## src/rtl/cascade_counter_pkg.sv

```systemverilog
// cascade_counter_pkg: mode constants and digit-slice helper shared by the
// cascaded counter and the display logic that reads its packed COUNT bus.
`default_nettype none

`ifndef CASCADE_COUNTER_DIGIT_SLICE
`define CASCADE_COUNTER_DIGIT_SLICE
`define DIGIT_SLICE(bus, idx, w) bus[(idx)*(w) +: (w)]
`endif

package cascade_counter_pkg;

   localparam int MODE_WRAP = 1;
   localparam int MODE_SAT  = 0;

endpackage

`default_nettype wire

```

## src/rtl/cascade_counter_digit.sv

```systemverilog
// counter_digit: one modulo-(DIGIT_MAX+1) digit with clear, clamped load
// and a single up/down step driven by the carry chain in the parent.
`default_nettype none

module counter_digit #(
   parameter int DIGIT_WIDTH = 4,
   parameter int DIGIT_MAX   = 9
) (
   input  logic                   clk_i,
   input  logic                   rst_ni,
   input  logic                   clear_i,
   input  logic                   load_i,
   input  logic [DIGIT_WIDTH-1:0] load_val_i,
   input  logic                   step_i,
   input  logic                   down_i,
   output logic [DIGIT_WIDTH-1:0] digit_o,
   output logic                   at_max_o,
   output logic                   at_zero_o
);

   localparam logic [DIGIT_WIDTH-1:0] MAX_V = DIGIT_WIDTH'(DIGIT_MAX);
   localparam logic [DIGIT_WIDTH-1:0] ONE_V = DIGIT_WIDTH'(1);

   logic [DIGIT_WIDTH-1:0] digit_q;
   logic [DIGIT_WIDTH-1:0] digit_d;

   assign digit_o   = digit_q;
   assign at_max_o  = (digit_q == MAX_V);
   assign at_zero_o = (digit_q == '0);

   always_comb begin
      digit_d = digit_q;
      if (clear_i) begin
         digit_d = '0;
      end else if (load_i) begin
         digit_d = (load_val_i > MAX_V) ? MAX_V : load_val_i;
      end else if (step_i) begin
         if (down_i) begin
            digit_d = at_zero_o ? MAX_V : (digit_q - ONE_V);
         end else begin
            digit_d = at_max_o ? '0 : (digit_q + ONE_V);
         end
      end
   end

   always_ff @(posedge clk_i or negedge rst_ni) begin
      if (!rst_ni) begin
         digit_q <= '0;
      end else begin
         digit_q <= digit_d;
      end
   end

endmodule

`default_nettype wire

```

## src/rtl/cascade_counter.sv

```systemverilog
// cascade_counter: NUM_DIGITS chained digits counting up/down with clear,
// clamped load, wrap-or-saturate limits and a registered limit pulse.
`default_nettype none

module cascade_counter
   import cascade_counter_pkg::*;
#(
   parameter int DIGIT_WIDTH = 4,
   parameter int DIGIT_MAX   = 9,
   parameter int NUM_DIGITS  = 4,
   parameter int WRAP        = 1
) (
   input  logic                              CLK,
   input  logic                              RESET_N,
   input  logic                              CLEAR,
   input  logic                              LOAD,
   input  logic [NUM_DIGITS*DIGIT_WIDTH-1:0] LOAD_VALUE,
   input  logic                              ENABLE_IN,
   input  logic                              DOWN,
   output logic [NUM_DIGITS*DIGIT_WIDTH-1:0] COUNT,
   output logic                              TRIG_OUT,
   output logic                              AT_ZERO
);

   logic [NUM_DIGITS-1:0] w_at_max;
   logic [NUM_DIGITS-1:0] w_at_zero;
   logic [NUM_DIGITS-1:0] w_step;
   logic                  w_req;
   logic                  w_limit;
   logic                  w_hold;
   logic                  w_chain;
   logic                  trig_d;
   logic                  trig_q;

   assign w_req   = ENABLE_IN & ~CLEAR & ~LOAD;
   assign w_limit = DOWN ? (&w_at_zero) : (&w_at_max);
   // In saturate mode a step at the limit is swallowed entirely so every digit holds.
   assign w_hold  = w_limit & (WRAP != MODE_WRAP);
   assign trig_d  = w_req & w_limit;

   always_comb begin
      w_chain = w_req & ~w_hold;
      w_step  = '0;
      for (int i = 0; i < NUM_DIGITS; i++) begin
         w_step[i] = w_chain;
         w_chain   = w_chain & (DOWN ? w_at_zero[i] : w_at_max[i]);
      end
   end

   generate
      for (genvar g = 0; g < NUM_DIGITS; g++) begin : g_digit
         counter_digit #(
            .DIGIT_WIDTH (DIGIT_WIDTH),
            .DIGIT_MAX   (DIGIT_MAX)
         ) u_digit (
            .clk_i      (CLK),
            .rst_ni     (RESET_N),
            .clear_i    (CLEAR),
            .load_i     (LOAD),
            .load_val_i (LOAD_VALUE[g*DIGIT_WIDTH +: DIGIT_WIDTH]),
            .step_i     (w_step[g]),
            .down_i     (DOWN),
            .digit_o    (COUNT[g*DIGIT_WIDTH +: DIGIT_WIDTH]),
            .at_max_o   (w_at_max[g]),
            .at_zero_o  (w_at_zero[g])
         );
      end
   endgenerate

   always_ff @(posedge CLK or negedge RESET_N) begin
      if (!RESET_N) begin
         trig_q <= 1'b0;
      end else begin
         trig_q <= trig_d;
      end
   end

   assign TRIG_OUT = trig_q;
   assign AT_ZERO  = &w_at_zero;

endmodule

`default_nettype wire

```

## config.mk

```make
export PLATFORM = sky130hd
export DESIGN_NAME = cascade_counter
export DESIGN_NICKNAME = d
export VERILOG_FILES = /design/src/rtl/cascade_counter_pkg.sv /design/src/rtl/cascade_counter_digit.sv /design/src/rtl/cascade_counter.sv
export SDC_FILE = /design/constraint.sdc
export NUM_CORES = 1
export LEC_CHECK = 0
export CAP_MARGIN = 20
export CORE_MARGIN = 5
export CORE_UTILIZATION = 51
export CTS_BUF_LIST = sky130_fd_sc_hd__clkbuf_8 sky130_fd_sc_hd__clkbuf_16
export CTS_CLUSTER_SIZE = 10
export DETAILED_ROUTE_END_ITERATION = 12
export GPL_TIMING_DRIVEN = 0
export PLACE_DENSITY = 0.86
export SYNTH_ARGS = -nofsm -noshare
export SYNTH_HDL_FRONTEND = slang
export SYNTH_HIERARCHICAL = 1
export SYNTH_SLANG_ARGS = --single-unit
```

## constraint.sdc

```tcl
create_clock -name CLK -period 2.34 [get_ports CLK]
set_input_delay 0.351 -clock CLK [delete_from_list [all_inputs] [get_ports CLK]]
set_output_delay 0.351 -clock CLK [all_outputs]
set_load 0.02 [all_outputs]
```

== Word level (Yosys, flattened, before mapping) ==
Index checks and enable logic that the tools add are counted.

* Flip-flop bits (word level): 17
* Latch bits: 0
* RAM bits: 0
* Memory bits (read-only): 0
* Bits of input ports: 22
* Logic and storage cells: 71
* Memories: 0

* $add $sub $neg: 8
* Multiply operators: 0
* Div/mod/pow operators: 0
* Order comparisons: 4
* Equal/unequal tests: 4
* Shifts and indexed selects: 0
* Multiplexer cells: 32
* Bitwise operators: 8
* Reduce and logical (&&, ||, !) cells: 10

{| class="wikitable"
|+ Operators with widths
! kind !! number
|-
| $mux W4 || 28
|-
| $add A4 B1 Y4 const B || 4
|-
| $eq A4 B4 Y1 const B || 4
|-
| $gt A4 B4 Y1 const B || 4
|-
| $logic_not A4 Y1 || 4
|-
| $sub A4 B1 Y4 const B || 4
|-
| $reduce_bool A3 Y1 || 4
|-
| $reduce_and A4 Y1 || 2
|-
| $and A1 B1 Y1 || 6
|-
| $mux W1 || 4
|-
| $not A1 Y1 || 2
|}

== Depth between registers and ports, before layout ==
Gate-level depths: netlist (run 1).

* Word-level depth: 9
* Depth in mapped cells: 10
* Depth with buffers taken out: 8

== By module ==
The synthesis (run 1) kept the hierarchy.

{| class="wikitable"
|+ Modules (own cells, without submodules)
! module !! times used !! cells an instance !! area each (µm²) !! sequential area each (µm²)
|-
| counter_digit || 4 || 48 || 424.2 || 100.1
|-
| cascade_counter || 1 || 15 || 146.4 || 25.0
|}

== Worst setup path after synthesis (run 1) ==
Ideal clock, no wire load.

* Path kind: reg-to-reg
* Start: reg g_digit[0].u_digit.digit_q[1]
* End: reg g_digit[2].u_digit.digit_q[3]
* Library setup time: 0.134 ns
* Arrival time: 2.009 ns
* Required time: 2.206 ns
* Slack: 0.196 ns
* Stages on the path, launching flop included: 10
* Period minus slack after synthesis: 2.144 ns
* Cells stage by stage: dfrtp_1 > buf_4 > and3b_2 > mux2i_1 > nor3_2 > clkdlybuf4s15_1 > nand2_1 > a21oi_1 > a311oi_1 > a221oi_2

* Cells in the longest elaborated chain, start to end: 5

{| class="wikitable"
|+ RTL lines
! item !! line !! source
|-
| start: declaration || cascade_counter_digit.sv:24 || <nowiki>logic [DIGIT_WIDTH-1:0] digit_q;</nowiki>
|-
| start signal: assignment || cascade_counter_digit.sv:50 || <nowiki>digit_q <= digit_d;</nowiki>
|-
| $eq A4 B4 Y1 || cascade_counter_digit.sv:28 || <nowiki>assign at_max_o = (digit_q == MAX_V);</nowiki>
|-
| net w_at_max[0] || cascade_counter.sv:25 || <nowiki>logic [NUM_DIGITS-1:0] w_at_max;</nowiki>
|-
| $mux W1 || cascade_counter.sv:46 || <nowiki>w_chain = w_chain & (DOWN ? w_at_zero[i] : w_at_max[i]);</nowiki>
|-
| $and A1 B1 Y1 (2 in a row) || cascade_counter.sv:46 ||
|-
| net w_step[2] || cascade_counter.sv:27 || <nowiki>logic [NUM_DIGITS-1:0] w_step;</nowiki>
|-
| $reduce_bool A3 Y1 (no line) || -- ||
|-
| end signal: assignment || cascade_counter_digit.sv:50 ||
|-
| end: declaration || cascade_counter_digit.sv:24 ||
|}

The timed path passes the listed nets, and every way through them passes these cells.
A chain may end at the register's enable or synchronous reset.

== Worst setup path after layout (run 1) ==
* Start: reg g_digit[1].u_digit.digit_q[0]
* End: out AT_ZERO

* Cells in the longest elaborated chain, start to end: 2

{| class="wikitable"
|+ RTL lines
! item !! line !! source
|-
| start: declaration || cascade_counter_digit.sv:24 ||
|-
| start signal: assignment || cascade_counter_digit.sv:50 ||
|-
| $logic_not A4 Y1 || cascade_counter_digit.sv:29 || <nowiki>assign at_zero_o = (digit_q == '0);</nowiki>
|-
| net w_at_zero[1] || cascade_counter.sv:26 || <nowiki>logic [NUM_DIGITS-1:0] w_at_zero;</nowiki>
|-
| $reduce_and A4 Y1 || cascade_counter.sv:79 || <nowiki>assign AT_ZERO = &w_at_zero;</nowiki>
|-
| end: declaration || cascade_counter.sv:22 || <nowiki>output logic AT_ZERO</nowiki>
|}

The timed path passes the listed nets, and every way through them passes these cells.

==> summary.md, run 1 <==
| Metric | Value |
|---|---|
| Status | `finished, final reports clean` |
| Seq/Total Area, Yosys | `roughly 23%` |
| Final Setup Violations | `0` |
| Grt total ovfl | `0` |
| Slew margin rel. | `a little under half` |
| DIE AREA | `0.00492 mm²` |
| Slew at the pin closest to its max-slew limit | `around 0.8 ns` |
| Nets | `between 200 and 300` |
| PD cells | `a little under 400 mW/mm²` |
| Routed Antenna Nets | `0` |
| CTS Root Cell | `clkbuf_8` |
| FF+latch count, synth | `17` |
| CTS buffer count | `3` |
| Starting Density | `roughly 54%` |
| Max capacitance violation total | `0` |
| Initial antenna violation count | `0` |
| Worst stage delay on the critical path | `0.42 ns` |
| Die height | `roughly 70 µm` |
| Placed Cells incl. Taps | `roughly 290` |
| Pre-CTS setup slack | `-0.825 ns` |
| Setup_tns | `0 ns` |
| Slowest CP cell | `dfrtp_1` |
| Worst R2R Path Depth | `9` |
| CTS tree | `done` |
| Setup crit end kind | `output port` |
| Finished Layout Cells | `between 200 and 300` |
| Chip width | `~70 µm` |
| # hold bufs at CTS | `0` |
| H-tree levels | `1` |
| Final count of pins violating max slew | `0` |
| Mapped Nets | `between 200 and 250` |
| R2r setup slk | `approximately 0.2 ns` |
| Overall routed net length | `approximately 4200 µm` |
| Synth Instances | `about 210` |
| Crit path DAT | `~1.8 ns` |
| VDD IR-drop max | `~340 µV` |
| Post-route setup slack | `slightly below 0.2 ns` |
| Final clock skew | `approximately 0.0011 ns` |
| Total track usage | `between 10% and 20%` |
| Final Hold Viols | `0` |
| Register area | `around 430 µm²` |
| WL/cell | `approximately 14 µm` |
| Min Tclk post-route | `2.15 ns` |
| Residual DRC count | `0` |
| RePlAce Congestion | `roughly 0.83` |
| Startpoint Class | `flip-flop` |
| Ant diodes | `0` |
| Final period util | `approximately nine tenths` |
| Post-Syn Area | `approximately 0.0018 mm²` |
| Synth cell types | `37` |
| Num rows | `21` |
| Vias/cell | `about 5.8` |
| CTS max path bufs | `2` |
| Syn Area/Cell | `8.90 µm²` |
| Filler Cells Inserted | `~290` |
| First-pass GRT wire length | `6950 µm` |
| Critical R2R Capture | `g_digit[3].u_digit/digit_o[3]` |
| Vias in the first global route | `1537` |
| CTS sink count | `17` |
| Via count | `1721` |
| Layout cells sized above 1 | `about 21%` |
| RSZ-0062 raised after global routing | `no` |
| IO Count | `40` |
| Worst path required time | `~2.0 ns` |
| FF-to-FF Start | `g_digit[1].u_digit/digit_o[0]` |
| Final Total Pwr | `slightly above 900 µW` |
| Ys Warns | `6` |
| Crit-path cells | `buf_6 -> nor4_4 -> and4_1 -> dlygate4sd2_1` |
| DR iter-0 viols | `~150` |
| Setup bufs post-CTS | `0` |
| Area delta synth->final | `26.7%` |
| Worst-Skew Late Latency | `~0.26 ns` |
| Core Footprint | `~0.0034 mm²` |
| Crit Path Category | `reg -> out` |
| Leak Pwr | `roughly 0.00086 µW` |
| Worst min path class | `in -> async` |
| Multi-input logic area | `0.00120 mm²` |
| Crit Path Max Fanout | `10` |
| Pre-Repair DR Iteration Count | `4` |
| I/O Buffers | `39` |
| Detailed placer's ending HPWL | `roughly 3000 µm` |
| Achievable Freq | `466 MHz` |
| CTS clk-pin slew, worst paths | `approximately 0.070 ns` |
| Pin count of the biggest net entering global routing | `35` |
| WHS | `around 0.56 ns` |
-- area by class of cell --
class	instances	area share [%]
timing repair buffer	39	16.6
tap	46	2.47
inverter	17	2.73
buffer	16	6.65
sequential	17	18.2
multi-input combinational	157	51.4
clock buffer	3	1.77
clock inverter	1	0.161
-- worst max path at each step --
stage	cells past startpoint	from	end	slack (ns)
2_1_floorplan	9	g_digit[0].u_digit/digit_o[1]	g_digit[2].u_digit/digit_o[3]	0.20
3_3_place_gp	7	DOWN	g_digit[3].u_digit/digit_o[2]	-0.78
3_5_place_dp	8	DOWN	g_digit[1].u_digit/digit_o[3]	-0.83
4_1_cts	7	LOAD	g_digit[3].u_digit/digit_o[2]	0.01
5_1_grt	9	g_digit[1].u_digit/digit_o[0]	g_digit[3].u_digit/digit_o[3]	0.003
6_report	4	g_digit[1].u_digit/digit_o[0]	AT_ZERO	0.19
-- logic make-up after synthesis --
family	after synthesis	share of synthesized area, %
simple gates	85	34.6
compound gates	62	24.5
buf+inv	33	12.7
flops	17	23.1
mux	6	3.26
xor+xnor	4	1.90
-- power breakdown --
group,internal [µW],switching [µW]
logic,178,179
clock network,117,111
registers,312,26.8
-- critical path, delay by kind of cell (launching register included) --
family        cells  cell delay, ns
flops             1            0.42
simple gates      2            0.62
buf+inv           2            0.50
-- Yosys cell counts --
cell type	number	area share [%]
nand2b_1	8	2.7
or3b_4	1	0.61
and2_1	4	1.4
a21oi_1	12	3.3
nor3_2	1	0.54
o22ai_1	4	1.4
a311oi_1	8	3.8
and4bb_2	1	0.68
nand3_1	5	1.4
clkbuf_8	4	3.0
nor3_1	4	1.1
xnor2_1	4	1.9
a2111oi_0	4	1.9
nor2b_4	4	3.0
nor4b_1	1	0.48
and3b_2	4	2.2
nand2_1	16	3.3
buf_4	4	1.6
o21ai_0	16	4.3
clkdlybuf4s15_1	4	2.2
a31oi_1	4	1.4
nor4_1	4	1.4
nor4_4	4	4.6
a221oi_2	4	3.3
and4_1	2	0.95
a221oi_1	4	1.9
o31a_2	4	2.2
nand3b_1	5	2.0
inv_1	17	3.5
nor4b_2	4	3.3
a211oi_2	1	0.68
buf_6	4	2.4
nand4bb_1	4	2.4
dfrtp_1	17	23
a22o_1	1	0.48
mux2i_1	6	3.3
nor2_1	13	2.6
-- state kept, by name, indices dropped and copies added, names as in the netlist --
signal	flops
g_digit.u_digit/digit_o	16
TRIG_OUT	1
-- layout by cell type, fill, tap and decap left out, types with 2 or more instances in the layout --
master,synthesis,final
clkdlybuf4s50_1,0,35
inv_1,17,18
dfrtp_1,17,17
o21ai_0,16,16
nand2_1,16,16
nor2_1,13,13
a21oi_1,12,12
nand2b_1,8,8
clkbuf_8,4,7
a311oi_1,8,7
mux2i_1,6,5
nand3_1,5,5
nand3b_1,5,5
buf_4,4,4
buf_6,4,4
nor2b_4,4,4
and3b_2,4,4
nor4_4,4,4
xnor2_1,4,4
a221oi_1,4,4
nor3_1,4,4
nor4b_2,4,4
a31oi_1,4,4
nor4_1,4,4
o31a_2,4,4
nand4bb_1,4,4
a221oi_2,4,4
o22ai_1,4,4
and2_1,4,4
clkbuf_2,0,4
and4_1,2,2
a2111oi_0,4,2
clkdlybuf4s15_2,0,2
-- routing by layer --
| layer | up-vias | GRT usage, % | wire length [µm] |
|---|---|---|---|
| met5 | - | 0 | 0 |
| met4 | 0 | 3.19 | 16 |
| met3 | 2 | 3.59 | 227 |
| met2 | 50 | 28.3 | 1970 |
| met1 | 802 | 22.3 | 1990 |
| li1 | 867 | - | - |
-- timing repair --
item                       in CTS  in global routing
pin swaps                       0                  0
resized for setup               8                 10
setup endpoints to repair      17                 11
-- per-stage QoR --
stage / utilization [%] / area (µm²)
floorplan: - / 1840
global placement: 67.1 / 2290
detailed placement: 67.1 / 2290
CTS: 68.4 / 2340
global route: 68.4 / 2330
finish: 68.4 / 2330
Power figures use the tool's default switching activity.
==> run 2, diff against run 1 <==
--- a/config.mk
+++ b/config.mk
@@ -7,12 +7,13 @@
 export LEC_CHECK = 0
 export CAP_MARGIN = 20
 export CORE_MARGIN = 5
-export CORE_UTILIZATION = 51
+export CORE_UTILIZATION = 52
 export CTS_BUF_LIST = sky130_fd_sc_hd__clkbuf_8 sky130_fd_sc_hd__clkbuf_16
 export CTS_CLUSTER_SIZE = 10
 export DETAILED_ROUTE_END_ITERATION = 12
+export GPL_ROUTABILITY_DRIVEN = 0
 export GPL_TIMING_DRIVEN = 0
-export PLACE_DENSITY = 0.86
+export PLACE_DENSITY = 0.82
 export SYNTH_ARGS = -nofsm -noshare
 export SYNTH_HDL_FRONTEND = slang
 export SYNTH_HIERARCHICAL = 1
==> constraint.sdc (replaced) <==
create_clock -name CLK -period 2.7 [get_ports CLK]
set_input_delay 0.405 -clock CLK [delete_from_list [all_inputs] [get_ports CLK]]
set_output_delay 0.405 -clock CLK [all_outputs]
set_load 0.02 [all_outputs]
==> run 2 against run 1 <==
Die area is 1.6% lower. Critical path depth grew 3. Via count shrank 0.99%. Sequential power is 13% lower. Setup slack got worse by 0.041 ns. First-iteration DRC count is 34% lower.
==> summary.md, run 2 (synthesis gave the netlist of run 1 again) <==
| Metric | Value |
|---|---|
| Ant diodes | `0 (unchanged)` |
| Worst R2R Path Depth | `8 (-1)` |
| CTS max path bufs | `2 (unchanged)` |
| Slew at the pin closest to its max-slew limit | `0.831 ns (+0.00816 ns)` |
| H-tree levels | `1 (unchanged)` |
| Min Tclk post-route | `between 2 and 3 ns` |
| Worst-Skew Late Latency | `0.25 ns (about the same)` |
| Startpoint Class | `primary input` |
| Final Setup Violations | `0 (unchanged)` |
| Leak Pwr | `0.000852 µW (-0.35%)` |
| R2r setup slk | `0.27 ns (+0.07 ns)` |
| RSZ-0062 raised after global routing | `no` |
| Final clock skew | `0.00257 ns (+0.00145 ns)` |
| IO Count | `40 (unchanged)` |
| Most frequent cells in the layout | `clkdlybuf4s50_1 (36), inv_1 (18), dfrtp_1 (17), o21ai_0 (16), nand2_1 (16)` |
| Status | `finished, final reports clean` |
| Layout cells sized above 1 | `17.6% (-3.2 points)` |
| Overall routed net length | `4140 µm (-1.5%)` |
| CTS tree | `done` |
| Commonest non-fill, non-tap cell in the layout | `clkdlybuf4s50_1` |
| CTS sink count | `17 (unchanged)` |
| Routed Antenna Nets | `0 (unchanged)` |
| Grt total ovfl | `0 (unchanged)` |
| Via count | `1704 (-0.99%)` |
| Die height | `69.5 µm (-0.83%)` |
| Critical R2R Capture | `g_digit[3].u_digit/digit_o[2]` |
| Vias in the first global route | `1580 (+2.8%)` |
| Slowest CP cell | `or3b_4` |
| Setup crit end kind | `flip-flop` |
| Num rows | `21 (unchanged)` |
| Worst path required time | `2.80 ns (+0.81 ns)` |
| PD cells | `341 mW/mm² (-14%)` |
| Total track usage | `17.3% (+0.45 points)` |
| CTS buffer count | `3 (unchanged)` |
| CTS clk-pin slew, worst paths | `0.07 ns (about the same)` |
| Crit path DAT | `2.65 ns (+0.85 ns)` |
| Worst stage delay on the critical path | `0.54 ns (+0.12 ns)` |
| Initial antenna violation count | `0 (unchanged)` |
| I/O Buffers | `39 (unchanged)` |
| VDD IR-drop max | `177 µV (-48%)` |
| WHS | `0.609 ns (+0.0444 ns)` |
| Max capacitance violation total | `0 (unchanged)` |
| WL/cell | `14.0 µm (-1.5%)` |
| DIE AREA | `0.00484 mm² (-1.6%)` |
| Filler Cells Inserted | `292 (+1.7%)` |
| Final Total Pwr | `796 µW (-14%)` |
| Crit-path cells | `dlygate4sd2_1 -> or3b_4 -> a211oi_2 -> clkdlybuf4s15_1 -> nand2_1 -> a2111oi_1 -> nor4_1` |
| Chip width | `69.5 µm (-0.83%)` |
| Achievable Freq | `approximately 390 MHz` |
| Residual DRC count | `0 (unchanged)` |
| Final count of pins violating max slew | `0 (unchanged)` |
| DR iter-0 viols | `98 (-34%)` |
| Final Hold Viols | `0 (unchanged)` |
| Slew margin rel. | `44.6% (-0.37 points)` |
| Number of flip-flops in the largest register | `16 (unchanged)` |
| # hold bufs at CTS | `0 (unchanged)` |
| Nets | `273 (unchanged)` |
| CTS Root Cell | `clkbuf_8` |
| FF-to-FF Start | `g_digit[1].u_digit/digit_o[0]` |
| Final period util | `94.4%` |
| Crit Path Max Fanout | `19 (+9)` |
| Worst min path class | `in -> async` |
| Pre-Repair DR Iteration Count | `4 (unchanged)` |
| Final Util | `68.9% (+0.57 points)` |
| Vias/cell | `5.76 (-0.99%)` |
| Area delta synth->final | `26.7% (about the same)` |
| Starting Density | `54.4% (+0.42 points)` |
| Core Footprint | `0.00339 mm² (-0.77%)` |
| First-pass GRT wire length | `7100 µm (+2.2%)` |
| Pin count of the biggest net entering global routing | `35 (unchanged)` |
| Crit Path Category | `in -> reg` |
| Detailed placer's ending HPWL | `2890 µm (-1.6%)` |
[run 2: cell count changes in the layout (fill, tap and decap cells not counted)]
| cell | change |
|---|---|
| dlygate4sd2_1 | +1 |
| mux2i_2 | -1 |
| clkbuf_2 | -4 |
| a2111oi_0 | +1 |
| clkdlybuf4s15_2 | -1 |
| a311oi_1 | +1 |
| clkdlybuf4s50_1 | +1 |
| mux2i_1 | +1 |
| a2111oi_2 | -1 |
| a311oi_2 | -1 |
| clkdlybuf4s15_1 | +3 |
[run 2: metrics by stage]
| stage | cell area (µm²) | setup TNS, ns | std cells | worst slack, ns |
|---|---|---|---|---|
| 5_1_grt | 2340 | 0 | 296 | 0.0544 |
| 2_1_floorplan | 1840 | 0 | 207 | 0.556 |
| 3_5_place_dp | 2290 | -5.70 | 292 | -0.612 |
| 4_1_cts | 2330 | 0 | 296 | 0.136 |
| 6_report | 2340 | 0 | 296 | 0.151 |
| 3_3_place_gp | 2290 | -5.27 | 292 | -0.611 |
[run 2: area by class of cell]
class / instances / area, µm² / area share [%]
multi-input cells: 157 / 1180 / 50.7
plain buffers: 16 / 170 / 7.28
repair buffers: 39 / 389 / 16.7
well taps: 46 / 57.6 / 2.46
flip-flops and latches: 17 / 425 / 18.2
inverters: 17 / 63.8 / 2.73
clock buffers: 3 / 41.3 / 1.77
clock inverters: 1 / 3.75 / 0.161
[run 2: what timing repair did]
| item | 4_1_cts | 5_1_grt |
|---|---|---|
| gates resized for setup | 5 | 1 |
| setup buffers | 0 | 0 |
| setup endpoints to repair | 13 | 1 |
[run 2: how the worst max path moves through the flow]
| stage | from | end | slack, ns | depth (start not counted) |
|---|---|---|---|---|
| floorplan | g_digit[0].u_digit/digit_o[1] | g_digit[2].u_digit/digit_o[3] | 0.56 | 9 |
| global placement | DOWN | g_digit[3].u_digit/digit_o[2] | -0.61 | 7 |
| detailed placement | DOWN | g_digit[3].u_digit/digit_o[2] | -0.61 | 7 |
| CTS | CLEAR | g_digit[3].u_digit/digit_o[2] | 0.14 | 7 |
| global route | CLEAR | g_digit[3].u_digit/digit_o[2] | 0.05 | 7 |
| finish | CLEAR | g_digit[3].u_digit/digit_o[2] | 0.15 | 7 |
[run 2: report_power, final]
group          total, µW  switching, µW  internal, µW
combinational        305            151           154
clock                197           95.8           101
sequential           294           23.4           271
total                796            271           526
[run 2: metal layers]
| metal | vias to the layer above | part of all wire [%] | global-route usage [%] |
|---|---|---|---|
| met4 | 0 | 1.2 | 5.86 |
| met5 | - | 0 | 0 |
| met2 | 39 | 45 | 27.6 |
| met3 | 4 | 3.8 | 2.17 |
| met1 | 801 | 50 | 23.9 |
| li1 | 860 | - | - |
[run 2: critical path: cells and delay by family]
| family | cells | cell delay [ns] |
|---|---|---|
| buf+inv | 2 | 0.86 |
| simple gates | 3 | 0.71 |
| compound gates | 2 | 0.66 |
